[config.mk]
export PLATFORM = sky130hd
export DESIGN_NAME = rgbw_frame_decoder_flat
export DESIGN_NICKNAME = d
export VERILOG_FILES = /design/src/rtl/rgbw_pkg.sv /design/src/rtl/rgbw_frame_decoder_if.sv /design/src/rtl/rgbw_rdy_edge.sv /design/src/rtl/rgbw_frame_decoder.sv /design/src/flat_wrapper.sv
export SDC_FILE = /design/constraint.sdc
export NUM_CORES = 1
export LEC_CHECK = 0
export BUFFER_PORTS_ARGS = -buffer_cell sky130_fd_sc_hd__buf_4
export CORE_MARGIN = 2
export CORE_UTILIZATION = 30
export CTS_CLUSTER_SIZE = 28
export DETAILED_ROUTE_END_ITERATION = 8
export PLACE_DENSITY = 0.54
export SYNTH_ARGS = -nofsm -noshare
export SYNTH_HDL_FRONTEND = slang
export SYNTH_HIERARCHICAL = 1
export SYNTH_SLANG_ARGS = --single-unit
[constraint.sdc]
create_clock -name clk -period 5.8 [get_ports clk]
set_input_delay 0.29 -clock clk [delete_from_list [all_inputs] [get_ports clk]]
set_output_delay 0.29 -clock clk [all_outputs]
set_load 0.005 [all_outputs]
[src/rtl/rgbw_pkg.sv]
// Shared definitions for the RGBW frame decoder and its neighbours:
// FSM state codes, default sync marker, channel slot indices and a
// saturating counter helper.
`timescale 1ns/1ps
package rgbw_pkg;

    typedef logic [1:0] state_t;

    localparam state_t HUNT    = 2'd0;
    localparam state_t PAYLOAD = 2'd1;
    localparam state_t CHECK   = 2'd2;

    localparam logic [7:0] SYNC_DEFAULT = 8'h55;

    // Default payload order within a frame
    localparam int CH_LINT  = 0;
    localparam int CH_COLOR = 1;
    localparam int CH_RED   = 2;
    localparam int CH_GREEN = 3;
    localparam int CH_BLUE  = 4;
    localparam int CH_WHITE = 5;
    localparam int CH_MODE  = 6;

    // Increment that sticks at 255 instead of wrapping
    function automatic logic [7:0] sat_inc8(input logic [7:0] v);
        return (v == 8'hFF) ? v : v + 8'd1;
    endfunction

endpackage

[src/rtl/rgbw_frame_decoder_if.sv]
// Byte bus from the SPI slave receiver: data plus a byte-ready level.
`timescale 1ns/1ps
interface rgbw_frame_decoder_if #(
    parameter int DATA_W = 8
);
    logic [DATA_W-1:0] rx_data;
    logic              rx_rdy;

    modport master (output rx_data, output rx_rdy);
    modport slave  (input  rx_data, input  rx_rdy);
endinterface

[src/rtl/rgbw_rdy_edge.sv]
// Two-flop synchroniser on a ready level with a rising-edge strobe.
// Advances only on clk edges where clk_half is low.
`timescale 1ns/1ps
module rgbw_rdy_edge (
    input  logic clk,
    input  logic reset,
    input  logic clk_half,
    input  logic rdy_in,
    output logic strobe
);

    logic rdy_s1;
    logic rdy_s2;

    // Synchronise the ready level and keep one cycle of history
    always_ff @(posedge clk) begin
        if (!clk_half) begin
            if (!reset) begin
                rdy_s1 <= 1'b0;
                rdy_s2 <= 1'b0;
            end else begin
                rdy_s1 <= rdy_in;
                rdy_s2 <= rdy_s1;
            end
        end
    end

    assign strobe = rdy_s1 & ~rdy_s2;

endmodule

[src/rtl/rgbw_frame_decoder.sv]
// Frame decoder: hunts for a sync byte, gathers NUM_CH payload bytes and
// an optional checksum, then commits every channel in a single cycle.
// Reports checksum failures and inter-byte timeouts.
`timescale 1ns/1ps
module rgbw_frame_decoder
    import rgbw_pkg::*;
#(
    parameter int                DATA_W       = 8,
    parameter int                NUM_CH       = 7,
    parameter logic [DATA_W-1:0] SYNC_BYTE    = DATA_W'(SYNC_DEFAULT),
    parameter bit                USE_CHECKSUM = 1'b1,
    parameter int                TIMEOUT_CYC  = 1024
) (
    input  logic                     clk,
    input  logic                     reset,
    input  logic                     clk_half,
    rgbw_frame_decoder_if.slave      rx,
    output logic [NUM_CH*DATA_W-1:0] ch_out,
    output logic                     frame_valid,
    output logic                     frame_err,
    output logic [7:0]               err_cnt,
    output logic                     busy
);

    localparam int IDX_W = $clog2(NUM_CH + 1);
    localparam int TMR_W = (TIMEOUT_CYC > 0) ? $clog2(TIMEOUT_CYC + 1) : 1;
    localparam logic [IDX_W-1:0] IDX_LAST = IDX_W'(NUM_CH - 1);
    localparam logic [TMR_W-1:0] TMR_LAST = TMR_W'((TIMEOUT_CYC > 0) ? TIMEOUT_CYC - 1 : 0);

    logic                     en;
    logic                     strobe;
    state_t                   state;
    logic [IDX_W-1:0]         idx;
    logic [DATA_W-1:0]        sum;
    logic [TMR_W-1:0]         timer;
    logic [NUM_CH*DATA_W-1:0] shadow;
    logic [NUM_CH*DATA_W-1:0] shadow_wr;
    logic                     timeout_hit;

    assign en   = ~clk_half;
    assign busy = (state != HUNT);

    rgbw_rdy_edge u_rdy_edge (
        .clk      (clk),
        .reset    (reset),
        .clk_half (clk_half),
        .rdy_in   (rx.rx_rdy),
        .strobe   (strobe)
    );

    // Timer expiry only matters when a timeout is configured
    assign timeout_hit = (TIMEOUT_CYC > 0) && (timer == TMR_LAST);

    // Shadow image with the incoming byte placed at the current slot; also
    // serves as the commit image when there is no checksum byte
    always_comb begin
        shadow_wr = shadow;
        shadow_wr[int'(idx)*DATA_W +: DATA_W] = rx.rx_data;
    end

    // Frame FSM, shadow capture, commit and error reporting
    always_ff @(posedge clk) begin
        if (en) begin
            if (!reset) begin
                state       <= HUNT;
                idx         <= '0;
                sum         <= '0;
                timer       <= '0;
                shadow      <= '0;
                ch_out      <= '0;
                frame_valid <= 1'b0;
                frame_err   <= 1'b0;
                err_cnt     <= 8'd0;
            end else begin
                frame_valid <= 1'b0;
                frame_err   <= 1'b0;
                case (state)
                    HUNT: begin
                        if (strobe && rx.rx_data == SYNC_BYTE) begin
                            idx   <= '0;
                            sum   <= '0;
                            timer <= '0;
                            state <= PAYLOAD;
                        end
                    end
                    PAYLOAD: begin
                        if (strobe) begin
                            shadow <= shadow_wr;
                            sum    <= sum + rx.rx_data;
                            idx    <= idx + 1'b1;
                            timer  <= '0;
                            if (idx == IDX_LAST) begin
                                if (USE_CHECKSUM) begin
                                    state <= CHECK;
                                end else begin
                                    ch_out      <= shadow_wr;
                                    frame_valid <= 1'b1;
                                    state       <= HUNT;
                                end
                            end
                        end else if (timeout_hit) begin
                            frame_err <= 1'b1;
                            err_cnt   <= sat_inc8(err_cnt);
                            state     <= HUNT;
                        end else begin
                            timer <= timer + 1'b1;
                        end
                    end
                    CHECK: begin
                        if (strobe) begin
                            timer <= '0;
                            if (rx.rx_data == sum) begin
                                ch_out      <= shadow;
                                frame_valid <= 1'b1;
                            end else begin
                                frame_err <= 1'b1;
                                err_cnt   <= sat_inc8(err_cnt);
                            end
                            state <= HUNT;
                        end else if (timeout_hit) begin
                            frame_err <= 1'b1;
                            err_cnt   <= sat_inc8(err_cnt);
                            state     <= HUNT;
                        end else begin
                            timer <= timer + 1'b1;
                        end
                    end
                    default: state <= HUNT;
                endcase
            end
        end
    end

endmodule

[src/flat_wrapper.sv]
// flat-port wrapper written by rule: the top's interface ports become plain ports
module rgbw_frame_decoder_flat import rgbw_pkg::*;
#(
    parameter int                DATA_W       = 8,
    parameter int                NUM_CH       = 7,
    parameter logic [DATA_W-1:0] SYNC_BYTE    = DATA_W'(SYNC_DEFAULT),
    parameter bit                USE_CHECKSUM = 1'b1,
    parameter int                TIMEOUT_CYC  = 1024
)
  (clk, reset, clk_half, ch_out, frame_valid, frame_err, err_cnt, busy, rx_rx_data, rx_rx_rdy);
  rgbw_frame_decoder_if #(.DATA_W(DATA_W)) rx_i ();
  input  logic clk;
  input  logic reset;
  input  logic clk_half;
  output logic [NUM_CH*DATA_W-1:0] ch_out;
  output logic frame_valid;
  output logic frame_err;
  output logic [7:0] err_cnt;
  output logic busy;
  input wire logic [$bits(rx_i.rx_data)-1:0] rx_rx_data;
  input wire logic [$bits(rx_i.rx_rdy)-1:0] rx_rx_rdy;
  assign rx_i.rx_data = rx_rx_data;
  assign rx_i.rx_rdy = rx_rx_rdy;
  rgbw_frame_decoder #(.DATA_W(DATA_W), .NUM_CH(NUM_CH), .SYNC_BYTE(SYNC_BYTE), .USE_CHECKSUM(USE_CHECKSUM), .TIMEOUT_CYC(TIMEOUT_CYC)) u_core (.clk(clk), .reset(reset), .clk_half(clk_half), .rx(rx_i), .ch_out(ch_out), .frame_valid(frame_valid), .frame_err(frame_err), .err_cnt(err_cnt), .busy(busy));
endmodule
After elaboration in Yosys (flattened, before gate mapping)
Cells that the tools add are included.
Operators by class
  add/subtract/negate cells: 5
  equality and inequality tests: 20
  shift operators: 2
  multiplexer cells: 34
  bitwise gates (word level): 3
  reduce and logical (&&, ||, !) cells: 11
Operators with widths (count)
  two-way mux 56 bit: 5
  bitwise mux 56 bit: 1
  two-way mux 8 bit: 7
  variable shift 8 x 33 -> 56 bit (first input constant): 1
  variable part select 8 x 33 -> 56 bit: 1
  two-way mux 11 bit: 3
  negator 6 -> 33 bit: 1
  case mux 8 bit (2 select lines): 2
  case mux 11 bit (2 select lines): 1
  AND reduction 4 bit: 4
  adder 11 x 1 -> 11 bit (second input constant): 1
  equality test 11 x 10 -> 1 bit (second input constant): 1
  two-way mux 2 bit: 5
  inequality test 3 x 2 -> 1 bit (second input constant): 3
  AND reduction 3 bit: 3
  adder 8 x 1 -> 8 bit (second input constant): 1
  adder 8 bit: 1
  equality test 8 x 7 -> 1 bit (second input constant): 1
  equality test 8 bit: 1
  equality test 8 bit (second input constant): 1
  inequality test 2 x 1 -> 1 bit (second input constant): 4
  inequality test 4 bit (second input constant): 2
  two-way mux 3 bit: 2
  inequality test 3 x 1 -> 1 bit (second input constant): 2
  16 further kinds: 21
Storage, ports and cells
  register bits: 148
  input bits: 12
  output and inout bits: 67
  logic and storage cells: 86

Depth between registers and ports, before layout
Gate-level depths: netlist of run 1.
  word-level depth: 5
  gate-level depth with buffers: 10

By module
Netlist of run 1, hierarchy kept.
By module, submodules not included
  rgbw_frame_decoder: instances 1, cells an instance 545, area each 7105.6 um^2
  rgbw_rdy_edge: instances 1, cells an instance 6, area each 90.1 um^2

Worst setup path after synthesis of run 1
OpenSTA, ideal clock, no wires.
  path kind: register to register
  start: reg u_core.sum[1]
  end: reg u_core.ch_out[0] (enable)
  library setup time: 0.489 ns
  data arrival time: 4.006 ns
  data required time: 5.311 ns
  slack: 1.305 ns
  stages on the path, launching flop included: 6
  path buffers: 0
  cell sequence: edfxtp_1 > ha_1 > nor4_1 > and3_1 > nand3_1 > a21oi_1
Between the ends
  longest elaborated chain between the ends: 3
RTL lines
  start: declaration: line rgbw_frame_decoder.sv:34  | logic [DATA_W-1:0] sum;
  start signal: assignment: line rgbw_frame_decoder.sv:89  | sum <= sum + rx.rx_data;
  equality test 8 bit: line rgbw_frame_decoder.sv:112  | if (rx.rx_data == sum) begin
  inequality test 2 x 1 -> 1 bit (no source line)
  AND reduction 4 bit (no source line)
  end signal: assignment: line rgbw_frame_decoder.sv:96  | ch_out <= shadow_wr;
  end signal: assignment: line rgbw_frame_decoder.sv:113  | ch_out <= shadow;
  end: declaration: line rgbw_frame_decoder.sv:18  | output logic [NUM_CH*DATA_W-1:0] ch_out,
Every way passes these cells.
A chain may end at the register's enable or synchronous reset.

Worst setup path in the final report of run 1
  start: reg u_core.idx[0]
  end: reg u_core.shadow[37] (data pin)
Between the ends
  longest elaborated chain between the ends: 5
RTL lines
  start: declaration: line rgbw_frame_decoder.sv:33  | logic [IDX_W-1:0] idx;
  start signal: assignment: line rgbw_frame_decoder.sv:90  | idx <= idx + 1'b1;
  negator 6 -> 33 bit (*): line rgbw_frame_decoder.sv:58  | shadow_wr[int'(idx)*DATA_W +: DATA_W] = rx.rx_data;
  variable part select 8 x 33 -> 56 bit or variable shift 8 x 33 -> 56 bit (tied branches): line rgbw_frame_decoder.sv:58
  bitwise mux 56 bit (*): line rgbw_frame_decoder.sv:58
  two-way mux 56 bit (*): line rgbw_frame_decoder.sv:87  | if (strobe) begin
  two-way mux 56 bit (*): line rgbw_frame_decoder.sv:77  | case (state)
  end signal: assignment: line rgbw_frame_decoder.sv:88  | shadow <= shadow_wr;
  end: declaration: line rgbw_frame_decoder.sv:36  | logic [NUM_CH*DATA_W-1:0] shadow;
Every way passes the cells marked *; elsewhere a longest branch is shown, timed or not. The select of a mux whose other input is x is not followed.

==> results.json, run 1 <==
{
  "outcome": "completed",
  "reg2reg_slack_ns": 2.99,
  "antenna_found_initial": 0,
  "io_pins": 79,
  "path_class": "register to register",
  "place_congestion": 0.752,
  "ant_nets": 0,
  "syn_to_final_growth_pct": 21.2,
  "die-height_um": 159,
  "synthesis.nets": 581,
  "fmax_mhz": 355,
  "cp_top_family": "simple AND/OR/NAND/NOR gates",
  "critPathBufInv": 1,
  "utilization_pct": 37.0,
  "setup_ws_ns": 2.99,
  "p_leak_nw": 3.21,
  "ys.flop_type": "edfxtp_1",
  "cp_max_fo": 10,
  "fin_setup_tns_ns": 0,
  "track_usage_pct": 12.4,
  "max_stage_delay_ns": 0.65,
  "clkPwrFrac_pct": 41.7,
  "synth_cell_types": 50,
  "final.fill_count": 2290,
  "port_buffers": 78,
  "grt_pass1_wl_um": 24700,
  "synthCells": 551,
  "final-hold-violation-count": 0,
  "dieArea_um2": 25200,
  "slew_headroom_pct": 23.3,
  "finalPower_w": 0.00267,
  "drtIter0Drc": 275,
  "combPwrFrac_pct": 10.1,
  "ys_seq_area_share_pct": 61.8,
  "r2r-start": "u_core/idx[0]$_SDFFCE_PN0P_",
  "synth_top_cell_by_area": "edfxtp_1",
  "avgSynthCellArea_um2": 13.1,
  "num_rows": 56,
  "period_minus_slack_ns": 2.81,
  "power.density_nw_per_um2": 307,
  "htree_num_levels": 4,
  "dp_hpwl_um": 9770,
  "routedWlPerCell_um": 15.9,
  "routed_via_density": 4.66,
  "die_w_um": 159,
  "hold_start": "rx_rx_rdy",
  "start_util_pct": 30.6,
  "drv_cap": 0,
  "period_share_pct": 48.5,
  "vias": 4478,
  "vdd_drop_max_mv": 0.180,
  "syn_area_um2": 7200,
  "hold_end": "u_core/u_rdy_edge/rdy_s1$_SDFFCE_PN0N_",
  "slew_violations": 0,
  "min_path_type": "input pin to register",
  "tightest_slew_ns": 1.15,
  "grt_max_degree": 144,
  "crit_chain": "inv_1 -> ha_1 -> ha_1 -> nand2b_1 -> nor4_4 -> mux2i_1 -> nor2b_1",
  "cts_resized": 0,
  "cts_tree": "yes",
  "holdBufCountCts": 0,
  "critical-path-slowest-cell": "edfxtp_1",
  "ys_ff_latch": 148,
  "critPathLaunchType": "register",
  "switchingPower_w": 0.000658,
  "ys_async_sr_fraction_pct": 0,
  "numCtsBuffers": 17,
  "rsz0062_at_grt": "no",
  "arrival_ns": 2.98,
  "p_int_w": 0.00202,
  "grt_pass1_vias": 4532,
  "wl_um": 15300,
  "clock_skew_ns": 0.0119,
  "place_ws_ns": 3.00,
  "setup-violations-final": 0,
  "post_cts_buffers": 0,
  "hold_slack_ns": 0.160,
  "fin_nets": 658,
  "cp-end-kind": "register",
  "synth_edf_count": 148,
  "path_common_cell": "ha_1",
  "clock-root-buffer": "clkbuf_16",
  "dr.pass1.iters": 4,
  "p_seq_share_pct": 48.3,
  "synth_top_cell_area_share_pct": 61.8,
  "rr_worst_depth": 7,
  "layout-drive-gt1-share_pct": 19.3,
  "clk_transition_reported_paths_ns": 0.06,
  "p_sw_share_pct": 24.6,
  "coreArea_um2": 23500,
  "route.detailed.drc": 0,
  "required_ns": 5.97,
  "worstHoldPathCells": 2,
  "clockBufferDepth": 2,
  "insertion_delay_ns": 0.42,
  "diodes": 0,
  "ys_warn_count": 6,
  "netlist_top_cells_area": "edfxtp_1 62%, mux2i_1 7.2%, and2_1 5.4%, nor2b_1 4.3%, ha_1 3.0%",
  "reg2reg_to": "u_core/shadow[37]$_SDFFCE_PN0P_",
  "cts_sinks": 148,
  "gr-total-overflow": 0
}
-- metrics by stage --
stage	cells	cell area (um2)
after CTS	960	8720
final	960	8720
after detailed placement	928	8130
after global placement	928	8130
after floorplan	551	7200
after global routing	960	8720
-- layout make-up --
| class | instances | area (um2) | area share [%] |
|---|---|---|---|
| timing repair buffer | 80 | 601 | 6.89 |
| clock inverter | 15 | 168 | 1.92 |
| sequential | 148 | 4440 | 51.0 |
| multi-input combinational | 365 | 2620 | 30.1 |
| clock buffer | 17 | 425 | 4.88 |
| tap | 319 | 399 | 4.58 |
| inverter | 16 | 60.1 | 0.689 |
-- per-layer routing --
layer	up-vias	track usage [%]	share of wire [%]
met5	-	0	0
met4	0	3.64	0.78
met2	86	20.5	48
met3	9	3.47	4.0
met1	2218	15.8	47
li1	2165	-	-
-- worst max-delay path by stage --
stage	to	slack, ns	start	cells past startpoint
final	u_core/shadow[37]$_SDFFCE_PN0P_	2.99	u_core/idx[0]$_SDFFCE_PN0P_	7
after global routing	u_core/shadow[39]$_SDFFCE_PN0P_	2.78	u_core/idx[0]$_SDFFCE_PN0P_	7
after CTS	u_core/shadow[38]$_SDFFCE_PN0P_	3.00	u_core/idx[0]$_SDFFCE_PN0P_	7
after detailed placement	u_core/shadow[37]$_SDFFCE_PN0P_	3.00	u_core/idx[0]$_SDFFCE_PN0P_	7
after global placement	u_core/shadow[39]$_SDFFCE_PN0P_	3.10	u_core/idx[0]$_SDFFCE_PN0P_	7
after floorplan	u_core/ch_out[0]$_SDFFCE_PN0P_	1.30	u_core/sum[1]$_SDFFCE_PN0P_	5
-- cell usage in the layout (no fill, tap or decap), types with 6 or more instances in the layout --
cell type,instances
and2_1,62
nand4b_1,6
mux2i_1,52
ha_1,17
inv_1,16
buf_4,80
o21ai_0,11
nor2b_1,49
nand2_1,38
xnor2_1,6
a21oi_1,12
a21boi_0,9
clkbuf_16,17
edfxtp_1,148
nand3_1,9
nor2_1,23
-- state kept, by name, indices dropped and copies added, names as in the netlist --
name and flops:
u_core/u_rdy_edge/rdy_s1 1, u_core/ch_out 56, u_core/sum 8, u_core/u_rdy_edge/rdy_s2 1, u_core/state 2, u_core/timer 11
u_core/frame_valid 1, u_core/err_cnt 8, u_core/idx 3, u_core/shadow 56, u_core/frame_err 1
-- Yosys cell counts (2+ instances only) --
library cell / instances
a211oi_1: 2
a21boi_0: 9
a21o_1: 3
a21oi_1: 13
a31o_2: 4
and2_1: 62
and3_1: 4
and3b_1: 2
and4_1: 2
buf_2: 3
clkbuf_1: 19
edfxtp_1: 148
ha_1: 17
inv_1: 16
mux2i_1: 52
nand2_1: 38
nand2b_1: 5
nand3_1: 9
nand3b_1: 2
nand4_1: 5
nand4b_1: 6
nor2_1: 24
nor2_2: 2
nor2b_1: 49
nor3_1: 3
nor3b_1: 2
nor4_1: 2
nor4_4: 3
nor4b_1: 2
o21ai_0: 11
o311a_1: 3
or3_1: 2
xnor2_1: 6
xor2_1: 5
-- power groups by stage --
| stage | Clock [W] | Sequential, W | Combinational [W] |
|---|---|---|---|
| after floorplan | 0 | 0.00131 | 0.000174 |
| after global placement | 0 | 0.00131 | 0.000266 |
| after detailed placement | 0 | 0.00131 | 0.000271 |
| after CTS | 0.00115 | 0.00129 | 0.000273 |
| after global routing | 0.00120 | 0.00130 | 0.000300 |
| final | 0.00111 | 0.00129 | 0.000270 |
-- cells by family (layout without fill, tap and decap cells) --
kind of cell               count (synthesis)  count (layout)  share of synthesized area [%]
buffers and inverters                     38             128                           2.03
and+or+nand+nor                          230             230                           19.1
adders and majority gates                 18              18                           3.23
xor gates and xnor gates                  11              11                           1.34
muxes                                     52              52                           7.23
AOI/OAI and AO/OA                         54              54                           5.32
DFF                                      148             148                           61.8
Note: power is estimated with default switching activity, not from simulation.
==> run 2: changes to the inputs <==
Settings changed: PLACE_DENSITY 0.54 to 0.56.
Clock period 5.8 ns to 2.3 ns, I/O delays scaled along.
==> run 2 against run 1 <==
Die area did not move. Critical endpoint is now u_core/ch_out[38]$_SDFFCE_PN0P_. Via count is 2.6% higher. Hold slack got worse by 0.10 ns. Critical path depth down 1. Sequential share of layout area shrank 2.1 points. Utilization increased by 1.6 points. Clock power grew 140%. Largest power group unchanged. Non-clock buffer count is 38 higher. Power rose to 2.5 times the previous value. Clock skew decreased by 0.0024 ns.
==> results.json, run 2 (synthesis gave the netlist of run 1 again) <==
{
  "outcome": "completed",
  "coreArea_um2": 23500,
  "top_usage_layer": "met2",
  "port_buffers": 78,
  "cts_tree": "yes",
  "clock-root-buffer": "clkbuf_16",
  "hold_start": "clk_half",
  "vdd_drop_max_mv": 0.475,
  "clockBufferDepth": 2,
  "p_leak_nw": 3.39,
  "place_ws_ns": -0.455,
  "grt_max_degree": 69,
  "required_ns": 2.41,
  "dr.pass1.iters": 5,
  "cp_max_fo": 33,
  "grt_pass1_vias": 4647,
  "rsz0062_at_grt": "no",
  "critPathLaunchType": "register",
  "place_congestion": 0.754,
  "period_minus_slack_ns": 2.12,
  "crit_path_start": "u_core/sum[0]$_SDFFCE_PN0P_",
  "diodes": 0,
  "ant_nets": 0,
  "insertion_delay_ns": 0.42,
  "grtUsageMet3_pct": 3.03,
  "route.detailed.drc": 0,
  "dp_hpwl_um": 10600,
  "routed_via_density": 4.60,
  "die-height_um": 159,
  "track_usage_pct": 12.4,
  "antenna_found_initial": 0,
  "tightest_slew_ns": 0.906,
  "path_class": "register to register",
  "setup-violations-final": 0,
  "arrival_ns": 2.23,
  "start_util_pct": 30.6,
  "drv_cap": 0,
  "drtIter0Drc": 309,
  "clock_skew_ns": 0.00945,
  "final-hold-violation-count": 0,
  "grt_pass1_wl_um": 24800,
  "syn_to_final_growth_pct": 26.4,
  "cts_sinks": 148,
  "num_rows": 56,
  "routedWlPerCell_um": 15.6,
  "met1_usage_pct": 16.5,
  "min_path_type": "input pin to register",
  "final.fill_count": 2267,
  "r2r-start": "u_core/sum[0]$_SDFFCE_PN0P_",
  "io_pins": 79,
  "slew_violations": 0,
  "vias": 4594,
  "crit_path_end": "u_core/ch_out[38]$_SDFFCE_PN0P_",
  "reg2reg_slack_ns": 0.18,
  "reg2reg_to": "u_core/ch_out[38]$_SDFFCE_PN0P_",
  "dieArea_um2": 25200,
  "clk_transition_reported_paths_ns": 0.07,
  "die_w_um": 159,
  "layout-drive-gt1-share_pct": 24.9,
  "power.density_nw_per_um2": 737,
  "numCtsBuffers": 17,
  "fin_setup_tns_ns": 0,
  "fmax_mhz": 473,
  "final_cell_mix": "148 x edfxtp_1, 114 x buf_4, 62 x and2_1",
  "cp-end-kind": "register",
  "use_met2_pct": 20.1,
  "wl_um": 15500,
  "gr-total-overflow": 0,
  "final_common_cell": "edfxtp_1",
  "slew_headroom_pct": 38.8,
  "htree_num_levels": 4,
  "rr_worst_depth": 6,
  "setup_ws_ns": 0.184,
  "reg_top3": "u_core/ch_out (56), u_core/shadow (56), u_core/timer (11)",
  "period_share_pct": 92.0,
  "fin_nets": 696
}
==> run 2: cell types whose count changed in the layout (fill, tap and decap cells not counted), sizes merged <==
cell         change
buf             +37
bufinv           -1
clkinv           -1
clkinvlp         +5
dlygate4sd3      +1
inv              -3
==> run 2: area by class of cell <==
cell class              count  area (um2)  share of cell area [%]
flip-flops and latches    148        4440                    48.9
repair buffers            118         926                    10.2
clock inverters            15         151                    1.66
multi-input cells         365        2690                    29.6
well taps                 319         399                    4.39
clock buffers              17         425                    4.68
inverters                  16        60.1                   0.660
==> run 2: critical path, stage by stage (launching register included) <==
cell and delay [ns]:
edfxtp_1 0.37, ha_1 0.30, nor4_1 0.26, and3_1 0.29
nand3_2 0.12, a21oi_4 0.21, buf_12 0.25
==> run 2: worst min-delay path by stage <==
stage | cells past startpoint | end | slack [ns]
floorplan | 1 | u_core/frame_err$_SDFFCE_PN0N_ | 0.30
global placement | 2 | u_core/u_rdy_edge/rdy_s1$_SDFFCE_PN0N_ | 0.41
CTS | 2 | u_core/frame_valid$_SDFFCE_PN0N_ | 0.04
global route | 2 | u_core/frame_err$_SDFFCE_PN0N_ | 0.06
finish | 2 | u_core/frame_err$_SDFFCE_PN0N_ | 0.06
detailed placement | 2 | u_core/u_rdy_edge/rdy_s1$_SDFFCE_PN0N_ | 0.43
==> run 2: repair_timing <==
action                                  CTS  global route
gates resized for setup                   1             0
endpoints found under the setup margin   11             8
hold buffers                              1             0
gates cloned                              0             0
setup buffers                             0             1
hold endpoints to repair                  1             0
==> run 2: metrics by stage <==
stage          hold slack [ns]  power, W  util (%)  instances  area, um2
2_1_floorplan            0.299   0.00375         -        551       7280
3_3_place_gp             0.413   0.00406      36.1        964       8500
3_5_place_dp             0.427   0.00408      36.1        964       8500
4_1_cts                 0.0402   0.00679      38.6        997       9090
5_1_grt                 0.0606   0.00699      38.6        998       9100
6_report                0.0563   0.00670      38.6        998       9100
==> run 2: layer usage <==
layer	wire length [um]	share of wire (%)
met5	0	0
met4	166	1.1
met3	670	4.3
met2	7270	47
met1	7420	48
==> run 2: where the power goes <==
group	switching (W)	total [W]	internal, W
registers	0.0000798	0.00324	0.00316
clock network	0.00117	0.00268	0.00152
logic	0.000424	0.000785	0.000361
==> run 3: changes to the inputs <==
Settings changed: ABC_AREA from default to 1, RECOVER_POWER from default to 50.
==> run 3 against run 2 <==
The flow now finishes with violations (max-capacitance violations, max-slew violations). Die area shrank 0.88%. Via count increased by 10%. Sequential power hardly changed. First-iteration DRC count grew 9.4%. Utilization shrank 1.2 points. Synthesized cell count increased by 29%. Clock skew shrank 0.0018 ns. Non-clock buffer count down 17. Critical path depth grew 1. Global-route usage rose by 0.37 points. Clock-buffer cell count increased by 1. Cell count rose by 14%. Critical path type unchanged. Critical endpoint is now u_core/ch_out[3]$_SDFFCE_PN0P_. Largest cell class unchanged. Largest power group unchanged.
==> results.json, run 3 <==
{
  "violations": "max-capacitance violations, max-slew violations",
  "p_sw_share_pct": 24.6,
  "route.detailed.drc": 0,
  "layout-drive-gt1-share_pct": 17.6,
  "dp_hpwl_um": 10700,
  "placed_cell_area_um2": 8190,
  "cp-end-kind": "register",
  "num_rows": 56,
  "ant_nets": 0,
  "ys_async_sr_fraction_pct": 0,
  "regArea_um2": 4440,
  "grt_pass1_vias": 4719,
  "clk_transition_reported_paths_ns": 0.06,
  "yosysMostFrequentCell": "edfxtp_1",
  "synth_edf_count": 148,
  "syn_area_um2": 7130,
  "synthCells": 710,
  "final_cell_mix": "148 x edfxtp_1, 129 x nand2_1, 102 x inv_1",
  "io_pins": 79,
  "place_congestion": 0.822,
  "drv_cap": 1,
  "switchingPower_w": 0.00168,
  "avgSynthCellArea_um2": 10.0,
  "min_path_type": "input pin to register",
  "tightest_slew_ns": 1.81,
  "ys_warn_count": 6,
  "critPathLaunchType": "register",
  "insertion_delay_ns": 0.42,
  "fin_area_um2": 8770,
  "coreArea_um2": 23400,
  "clockBufferDepth": 2,
  "combPwrFrac_pct": 11.0,
  "final_common_cell": "edfxtp_1",
  "drtIter0Drc": 338,
  "utilization_pct": 37.5,
  "multiInputGateArea_um2": 2160,
  "numCtsBuffers": 17,
  "slew_headroom_pct": -20.9,
  "finalPower_w": 0.00682,
  "fmax_mhz": 480,
  "slew_violations": 98,
  "start_util_pct": 30.5,
  "period_minus_slack_ns": 2.08,
  "p_int_w": 0.00514,
  "setup-violations-final": 0,
  "diodes": 0,
  "track_usage_pct": 12.8,
  "vias": 5069,
  "routedWlPerCell_um": 13.7,
  "cts_tree": "yes",
  "synth_cell_types": 33,
  "dr.pass1.iters": 5,
  "netlist_top_cells_area": "edfxtp_1 62%, nand2_1 6.7%, inv_1 5.4%, nor2_1 4.8%, a21oi_1 3.9%",
  "ys_ff_latch": 148,
  "cts_sinks": 148,
  "arrival_ns": 2.17,
  "final.fill_count": 2417,
  "htree_num_levels": 4,
  "gr-total-overflow": 0,
  "die-height_um": 158,
  "synth_top_cell_area_share_pct": 62.3,
  "final-hold-violation-count": 0,
  "reg_top3": "u_core/ch_out (56), u_core/shadow (56), u_core/timer (11)",
  "synth_top_cell_by_area": "edfxtp_1",
  "vdd_drop_max_mv": 0.420,
  "p_seq_share_pct": 47.5,
  "clock-root-buffer": "clkbuf_16",
  "cp_max_fo": 56,
  "clkPwrFrac_pct": 41.5,
  "ys.flop_type": "edfxtp_1",
  "fin_nets": 837,
  "power.density_nw_per_um2": 778,
  "dieArea_um2": 25000,
  "netlist_top_cells_count": "148 x edfxtp_1, 128 x nand2_1, 102 x inv_1",
  "antenna_found_initial": 0,
  "clock_skew_ns": 0.00765,
  "wl_um": 15500,
  "grt_pass1_wl_um": 24400,
  "period_share_pct": 90.6,
  "port_buffers": 78,
  "die_w_um": 158,
  "syn_to_final_growth_pct": 22.9,
  "outcome": "finished, violations left",
  "required_ns": 2.39,
  "grt_max_degree": 98,
  "routed_via_density": 4.45,
  "p_leak_nw": 3.78,
  "rsz0062_at_grt": "no",
  "synthesis.nets": 740,
  "ys_seq_area_share_pct": 62.3,
  "path_class": "register to register",
  "post_cts_buffers": 0
}
## run 3: changes by cell type after synthesis, sizes merged, moves of 13 or more
cell,before,now
a21oi,13,55
and2,63,0
buf,3,17
clkbuf,19,6
inv,16,107
mux2i,52,0
nand2,38,130
nand3,9,45
nor2,26,99
nor2b,50,0
nor3,3,18
o21ai,11,50
## run 3: path summary, 6_finish.rpt
path                                   start                                      to  slack, ns  cells after the start
max              u_core/sum[4]$_SDFFCE_PN0P_          u_core/ch_out[3]$_SDFFCE_PN0P_       0.22                      7
min                                    reset  u_core/u_rdy_edge/rdy_s1$_SDFFCE_PN0N_       0.06                      3
max reg2reg      u_core/sum[4]$_SDFFCE_PN0P_          u_core/ch_out[3]$_SDFFCE_PN0P_       0.22                      7
min reg2reg  u_core/shadow[25]$_SDFFCE_PN0P_         u_core/ch_out[25]$_SDFFCE_PN0P_       0.53                      2
## run 3: timing repair
action,CTS,global route
endpoints found under the hold margin,1,1
resized for setup,0,1
endpoints found under the setup margin,0,11
hold buffers,1,1
## run 3: cell type report
class                   instances  area share, %
flip-flops and latches        148           50.7
multi-input cells             432           24.7
repair buffers                101           8.58
clock buffers                  18           4.90
inverters                     107           4.58
well taps                     319           4.55
clock inverters                14           2.03
## run 3: logic make-up (layout without fill, tap and decap cells)
kind of cell    after synthesis  count (layout)  synth area share, %
compound gates              110             110                 7.88
xor+xnor                      7               7                0.860
fa+ha+maj                    18              18                 3.26
buf+inv                     130             240                 7.44
flops                       148             148                 62.3
simple gates                297             297                 18.2
## run 3: power by group through the flow
stage | registers, W | clock network [W] | logic [W]
after floorplan | 0.00328 | 0 | 0.000483
after global placement | 0.00330 | 0 | 0.000754
after detailed placement | 0.00330 | 0 | 0.000765
after CTS | 0.00324 | 0.00292 | 0.000769
after global routing | 0.00325 | 0.00302 | 0.000853
final | 0.00324 | 0.00283 | 0.000752
## run 3: layer usage
layer  vias to the layer above  track usage, %  part of all wire, %
met4                         0            4.42                 0.98
li1                       2570               -                    -
met3                        11            3.07                  4.3
met5                         -               0                    0
met1                      2373            16.9                   47
met2                       115            20.6                   48
## run 3: through the flow
step / setup TNS (ns) / cells / setup slack [ns] / hold WS (ns)
6_report: 0 / 1139 / 0.215 / 0.0594
4_1_cts: 0 / 1138 / 0.0748 / 0.000223
3_3_place_gp: 0 / 1105 / 0.146 / 0.380
3_5_place_dp: 0 / 1105 / 0.0940 / 0.380
2_1_floorplan: -10.83 / 710 / -0.193 / 0.283
5_1_grt: 0 / 1139 / 0.0491 / 0.0567
## run 3: worst max-delay path: stages (launching register included)
cell      delay [ns]
edfxtp_1        0.37
ha_1            0.35
nor2_1          0.14
nand2_1         0.06
nor2_1          0.15
nand3_1         0.14
a21oi_4         0.19
buf_12          0.30
